<file path="src/rtl/crc32_pkg.sv">
// ---------------------------------------------------------------------------
// crc32_pkg
// Shared types and constants for the reflected bit-serial CRC-32 engine.
//   state_e          : controller states IDLE / RUN / DONE
//   CRC32_*          : standard Ethernet/zlib polynomial, init and xor-out
//   STEP_COUNT       : RUN cycles per 32-bit word
//   BITS_PER_STEP    : message bits consumed per RUN cycle
// Optional build macro: CRC32_BYTEWISE_EN (8 bits per cycle, 4 RUN cycles).
// ---------------------------------------------------------------------------
package crc32_pkg;

    typedef enum logic [1:0] {
        IDLE = 2'd0,
        RUN  = 2'd1,
        DONE = 2'd2
    } state_e;

    localparam logic [31:0] CRC32_POLY_DEFAULT = 32'hEDB88320;
    localparam logic [31:0] CRC32_INIT         = 32'hFFFFFFFF;
    localparam logic [31:0] CRC32_XOROUT       = 32'hFFFFFFFF;

`ifdef CRC32_BYTEWISE_EN
    localparam int STEP_COUNT    = 4;
    localparam int BITS_PER_STEP = 8;
`else
    localparam int STEP_COUNT    = 32;
    localparam int BITS_PER_STEP = 1;
`endif

    // Value of the 6-bit step counter during the final RUN cycle.
    localparam logic [5:0] LAST_COUNT = 6'(STEP_COUNT - 1);

endpackage

</file>
<file path="src/rtl/crc32_step.sv">
// ---------------------------------------------------------------------------
// crc32_step
// One combinational step of a reflected (LSB-first) CRC shift register.
//   crc_i   [31:0] : current CRC register value
//   data_i         : next message bit
//   poly_i  [31:0] : reflected polynomial
//   crc_o   [31:0] : CRC after absorbing data_i
// ---------------------------------------------------------------------------
module crc32_step (
    input  logic [31:0] crc_i,
    input  logic        data_i,
    input  logic [31:0] poly_i,
    output logic [31:0] crc_o
);

    logic fb;

    always_comb begin
        fb    = crc_i[0] ^ data_i;
        crc_o = (crc_i >> 1) ^ (fb ? poly_i : 32'h0);
    end

endmodule

</file>
<file path="src/rtl/crc32.sv">
// ---------------------------------------------------------------------------
// crc32
// Reflected CRC-32 of one 32-bit word (4 bytes, LSB byte first) with a
// run-time programmable polynomial. Level-controlled accelerator slave.
//   clk_i              : clock, rising edge
//   rst_i              : synchronous active-high reset
//   message_i   [31:0] : word to checksum, sampled at start
//   compute_i   [31:0] : bit 0 = start/enable level, other bits ignored
//   polynomial_i[31:0] : reflected polynomial, sampled at start
//   message_o   [31:0] : registered CRC result, held until next completion
// Optional build macro: CRC32_BYTEWISE_EN (8 chained steps per cycle).
// ---------------------------------------------------------------------------
module crc32
    import crc32_pkg::*;
#(
    parameter logic [31:0] INIT_VAL = CRC32_INIT,
    parameter logic [31:0] XOROUT   = CRC32_XOROUT
) (
    input  logic        clk_i,
    input  logic        rst_i,
    input  logic [31:0] message_i,
    input  logic [31:0] compute_i,
    input  logic [31:0] polynomial_i,
    output logic [31:0] message_o
);

    state_e      state_q, state_d;
    logic [31:0] crc_q, crc_d;
    logic [31:0] data_q, data_d;
    logic [31:0] poly_q, poly_d;
    logic [5:0]  count_q, count_d;
    logic [31:0] message_q, message_d;

    // Only bit 0 of compute_i carries meaning.
    logic compute_unused;
    assign compute_unused = ^compute_i[31:1];

    // Chain of single-bit steps; chain[BITS_PER_STEP] is the CRC after
    // this cycle's bits have been absorbed (one step in the serial build).
    logic [31:0] chain [0:BITS_PER_STEP];
    assign chain[0] = crc_q;

    generate
        for (genvar gi = 0; gi < BITS_PER_STEP; gi++) begin : g_step
            crc32_step u_step (
                .crc_i  (chain[gi]),
                .data_i (data_q[gi]),
                .poly_i (poly_q),
                .crc_o  (chain[gi+1])
            );
        end
    endgenerate

    always_comb begin
        state_d   = state_q;
        crc_d     = crc_q;
        data_d    = data_q;
        poly_d    = poly_q;
        count_d   = count_q;
        message_d = message_q;
        case (state_q)
            IDLE: begin
                if (compute_i[0]) begin
                    data_d  = message_i;
                    poly_d  = polynomial_i;
                    crc_d   = INIT_VAL;
                    count_d = 6'd0;
                    state_d = RUN;
                end
            end
            RUN: begin
                crc_d   = chain[BITS_PER_STEP];
                data_d  = data_q >> BITS_PER_STEP;
                count_d = count_q + 6'd1;
                if (count_q == LAST_COUNT) begin
                    message_d = chain[BITS_PER_STEP] ^ XOROUT;
                    state_d   = DONE;
                end
            end
            DONE: begin
                // Requires compute_i[0] to drop before a new request.
                if (!compute_i[0]) begin
                    state_d = IDLE;
                end
            end
            default: state_d = IDLE;
        endcase
    end

    always_ff @(posedge clk_i) begin
        if (rst_i) begin
            state_q   <= IDLE;
            crc_q     <= 32'h0;
            data_q    <= 32'h0;
            poly_q    <= 32'h0;
            count_q   <= 6'd0;
            message_q <= 32'h0;
        end else begin
            state_q   <= state_d;
            crc_q     <= crc_d;
            data_q    <= data_d;
            poly_q    <= poly_d;
            count_q   <= count_d;
            message_q <= message_d;
        end
    end

    assign message_o = message_q;

endmodule

</file>
<file path="config.mk">
export PLATFORM = sky130hd
export DESIGN_NAME = crc32
export DESIGN_NICKNAME = d
export VERILOG_FILES = /design/src/rtl/crc32_pkg.sv /design/src/rtl/crc32_step.sv /design/src/rtl/crc32.sv
export SDC_FILE = /design/constraint.sdc
export NUM_CORES = 1
export LEC_CHECK = 0
export BUFFER_PORTS_ARGS = -buffer_cell sky130_fd_sc_hd__buf_2
export CAP_MARGIN = 30
export CORE_MARGIN = 1
export CORE_UTILIZATION = 40
export CTS_CLUSTER_SIZE = 8
export DETAILED_ROUTE_END_ITERATION = 7
export GPL_ROUTABILITY_DRIVEN = 0
export PLACE_DENSITY_LB_ADDON = 0.25
export SLEW_MARGIN = 10
export SYNTH_ARGS = -nofsm -noshare
export SYNTH_HDL_FRONTEND = slang
export SYNTH_SLANG_ARGS = --single-unit
</file>
<file path="constraint.sdc">
create_clock -name clk_i -period 2.08 [get_ports clk_i]
set_clock_uncertainty 0.05 [all_clocks]
set_input_delay 0.208 -clock clk_i [delete_from_list [all_inputs] [get_ports clk_i]]
set_output_delay 0.208 -clock clk_i [all_outputs]
set_load 0.01 [all_outputs]
</file>
## Word-level counts from Yosys, hierarchy flattened

Cells that the tools add are included.

- Register bits: 136
- Bits of input ports: 98
- Output and inout bits: 32
- Word-level logic and storage cells: 33

- Add/subtract/negate cells: 1
- Equal/unequal tests: 6
- Mux-type cells: 11
- Bitwise logic cells: 3
- Reduce and logical (&&, ||, !) cells: 6

Operators by type and width:

| kind | count |
|---|---|
| case mux 32 bit (2 select lines) | 2 |
| 2-to-1 mux 32 bit | 3 |
| inverter 32 bit | 1 |
| XOR 31 x 32 -> 32 bit | 1 |
| case mux 6 bit (2 select lines) | 1 |
| adder 6 x 1 -> 6 bit (second input constant) | 1 |
| equality test 6 x 5 -> 1 bit (second input constant) | 1 |
| 2-to-1 mux 2 bit | 3 |
| 2-to-1 mux 6 bit | 1 |
| inequality test 2 bit (second input constant) | 3 |
| case mux 2 bit (3 select lines) | 1 |
| AND reduction 2 bit | 3 |
| AND reduction 3 bit | 1 |
| equality test 2 x 1 -> 1 bit (second input constant) | 1 |
| equality test 2 bit (second input constant) | 1 |
| logical NOT 2 bit | 1 |
| nonzero test 2 bit | 1 |
| XOR 1 bit | 1 |

## Logic depth before layout (Yosys ltp)

- Word-level depth: 4
- Depth in mapped cells: 5
- Mapped depth without buffers: 4

## Hierarchy

From an unflattened synthesis, not the netlist that was laid out.

- Cells, all modules: 685
- Area, all modules: 5781.8 µm²

Modules (own cells, without submodules):

| module | times used | cells an instance | area each (µm²) | sequential area each (µm²) |
|---|---|---|---|---|
| crc32 | 1 | 618 | 5327.6 | 2722.6 |
| crc32_step | 1 | 67 | 454.2 | 0.0 |

## Worst setup path before layout

No wires, ideal clock.

- Kind: flip-flop to flip-flop
- From: register count_q[0]
- To: register message_q[21] (netlist: message_o[21])
- Library setup time: 0.092 ns
- Data arrival time: 1.361 ns
- Required time: 1.938 ns
- Setup slack: 0.576 ns
- Cell stages (with the launch flop): 6
- Buffers on the path: 1
- Period minus slack after synthesis: 1.504 ns
- Cell sequence: dfxtp_1 -> ha_1 -> and4_1 -> nand3_1 -> clkbuf_1 -> o32ai_1

- Longest elaborated chain between the ends: 2

RTL lines:

| what | RTL line | source |
|---|---|---|
| from (decl) | crc32.sv:31 | `logic [5:0] count_q, count_d;` |
| from (signal assigned) | crc32.sv:103 | `count_q <= count_d;` |
| equality test 6 x 5 -> 1 bit | crc32.sv:75 | `if (count_q == LAST_COUNT) begin` |
| AND reduction 2 bit (no line) | - |  |
| to (signal assigned) | crc32.sv:104 | `message_q <= message_d;` |
| to (decl) | crc32.sv:32 | `logic [31:0] message_q, message_d;` |

Every way passes these cells.
A chain may end at the register's enable or synchronous reset.

## Worst setup path in the final report

- From: register count_q[0]
- To: register message_q[22] (netlist: message_o[22])

The elaborated chain is that of the path after synthesis.

==> impl_metrics.csv <==
group,metric,value,unit
status,status,"finished, final reports clean",
critical_path,cp_max_fo,31,
synth,netlist_area,5550,um^2
critical_path,reg2reg_from,"count_q[0]$_SDFFE_PP0P_",
synth,syn-instance-count,615,
synth,synth.avg_cell_area,9.03,um^2
synth,synth_edf_count,0,
clocking,cts_tree,"done",
power,vdd_ir_drop_max,0.000502,V
global_routing,top_usage_layer,"met2",
routing,viasPerCell,5.59,
floorplanning,start_util,0.414,
global_routing,grt_pass1_wl,23700,um
floorplanning,io_pins,130,
global_routing,grt_overflow,0,
sta,tightest_slew,912,ps
global_routing,grt_max_degree,67,
clocking,cts-buffers-inserted,17,
floorplanning,die_y,120,um
sta,rsz0062_at_grt,"false",
clocking,path_clk_slew,60,ps
critical_path,critPathKind,"flip-flop to flip-flop",
floorplanning,core-area,13400,um^2
global_routing,grt_use_met3,0.0575,
synth,synth_fp_nets,714,
synth,ys_seq_area_frac,0.490,
sta,drv_slew,0,
routing,first_pass_iters,5,
finish,syn2layout_area_growth,29.1,%
clocking,clk_path_buf_depth,2,
routing,drt_wl_total,14700,um
routing,drc,0,
synth,ys_warn_count,0,
routing,vias,5113,
sta,max_freq,571,MHz
sta,fin_crit_sh,0.841,
finish,nets,823,
synth,async_flop_share,0,
global_routing,grt_pass1_vias,4913,
place,port_buffers,98,
job,maxCapViolCount,0,
sta,setup_tns,0,ps
min_path,min_from,"polynomial_i[1]",
global_routing,grtUsageTotal,0.211,
critical_path,endpoint_kind,"flip-flop",
sta,finalSetupViolCount,0,
clocking,cts_setup_buffers,0,
critical_path,crit_required,2350,ps
global_routing,grtUsageMet1,0.262,
sta,slew_headroom,0.392,
critical_path,arrival,2020,ps
global_routing,use_met2,0.344,
sta,final-hold-violation-count,0,
finish,fin_util,0.535,
finish,most-common-layout-cells,"dfxtp_1 (136), nand2_1 (121), buf_2 (98), a21oi_1 (62), or3_1 (33)",
sta,finalCriticalPeriod,1750,ps
synth,synth_cell_types,38,
synth,synth_ff_type,"dfxtp_1",
synth,ys_ff_latch,136,
routing,ant_nets,0,
global_routing,antenna_found_initial,1,
power,p_leak,2.80,nW
place,hpwlAfterDp,8680,um
floorplanning,row_count,42,
routing,drt_iter0_drc,431,
clocking,cts.sinks,136,
floorplanning,die-area,14400,um^2
clocking,h-tree-depth,4,
critical_path,crit_path_start_kind,"flip-flop",
clocking,cts_root_buf,"clkbuf_16",
critical_path,startpoint,"count_q[0]$_SDFFE_PP0P_",
min_path,worstHoldPathType,"primary input to flip-flop",
power,power.density,964,nW/um^2
floorplanning,die_w,120,um
clocking,clock_latency,420,ps
finish,drive_above_1_share,0.214,
finish,layout_commonest_cell,"dfxtp_1",
routing,wl_per_cell,16.1,um
## kinds of logic after synthesis
family / count (synthesis) / synth area share
buffers and inverters: 56 / 0.0444
multiplexers: 1 / 0.00180
flip-flops: 136 / 0.490
AND/OR/NAND/NOR: 226 / 0.203
AO/OA/AOI/OAI: 193 / 0.255
XOR/XNOR: 2 / 0.00315
adder cells (fa/ha/maj): 1 / 0.00225
## flip-flops by register name (all words and copies together), names as in the netlist
register   flops
poly_q        32
state_q        2
count_q        6
message_o     32
crc_q         32
data_q        32
## stage by stage
stage                     hold WS, ps  total power, mW  worst slack, ps  std cells  instance area (um^2)
final                            8.45             6.91              330        914                  7170
after global routing             9.71             7.19              198        913                  7170
after CTS                       0.951             6.96              351        913                  7170
after detailed placement          397             3.70              370        852                  6240
after global placement            392             3.67              394        852                  6240
after floorplan                   294             3.44              576        615                  5550
## worst paths after layout
path                            slack, ps                         end  depth (start not counted)
worst min-delay path                    8      poly_q[1]$_SDFFE_PP0P_                          3
worst max-delay path                  330  message_o[22]$_SDFFE_PP0P_                          5
worst max register to register        330  message_o[22]$_SDFFE_PP0P_                          5
worst min register to register        410     data_q[20]$_SDFFE_PP0P_                          2
## metal layers
metal  wire length (um)  part of all wire  vias to the layer above
met3                833             0.057                       23
met5                  0                 0                        -
met4                237             0.016                        0
li1                   -                 -                     2502
met2               7000              0.48                      158
met1               6650              0.45                     2430
## power breakdown
part / leakage, nW / internal [mW] / switching [mW]
Sequential: 1.12 / 2.77 / 0.111
Combinational: 1.39 / 0.357 / 0.455
Clock: 0.300 / 2.09 / 1.13
## cells in the mapped netlist, types with 2 or more instances
cell type | number | area (um^2)
a21boi_0 | 31 | 233
a21oi_1 | 62 | 310
a22oi_1 | 21 | 158
buf_2 | 25 | 125
clkbuf_1 | 27 | 101
dfxtp_1 | 136 | 2720
nand2_1 | 121 | 454
nand3_1 | 6 | 30.0
nand3b_1 | 2 | 15.0
nor2_1 | 11 | 41.3
nor3_1 | 12 | 60.1
nor3b_1 | 32 | 240
nor3b_2 | 2 | 25.0
o21ai_0 | 2 | 10.0
o221ai_1 | 10 | 87.6
o311a_1 | 31 | 310
o32ai_1 | 31 | 272
or3_1 | 33 | 206
## worst max-delay path, cell delays in order (launching register included)
cell and delay, ps:
dfxtp_1 370, ha_1 260, and4_1 270, nand3_1 90
buf_4 270, o32ai_1 330
## layout make-up
class | count | area (um^2)
antenna | 1 | 2.50
clock buffer | 20 | 467
clock inverter | 12 | 173
fill | 1240 | 6230
inverter | 1 | 3.75
multi-input combinational | 423 | 2630
sequential | 136 | 2720
tap | 176 | 220
timing repair buffer | 145 | 953
## what timing repair did
item | 4_1_cts | 5_1_grt
resized for setup | 0 | 0
hold endpoints to repair | 29 | 0
hold buffers | 29 | 0
(Power assumes the default switching activity.)
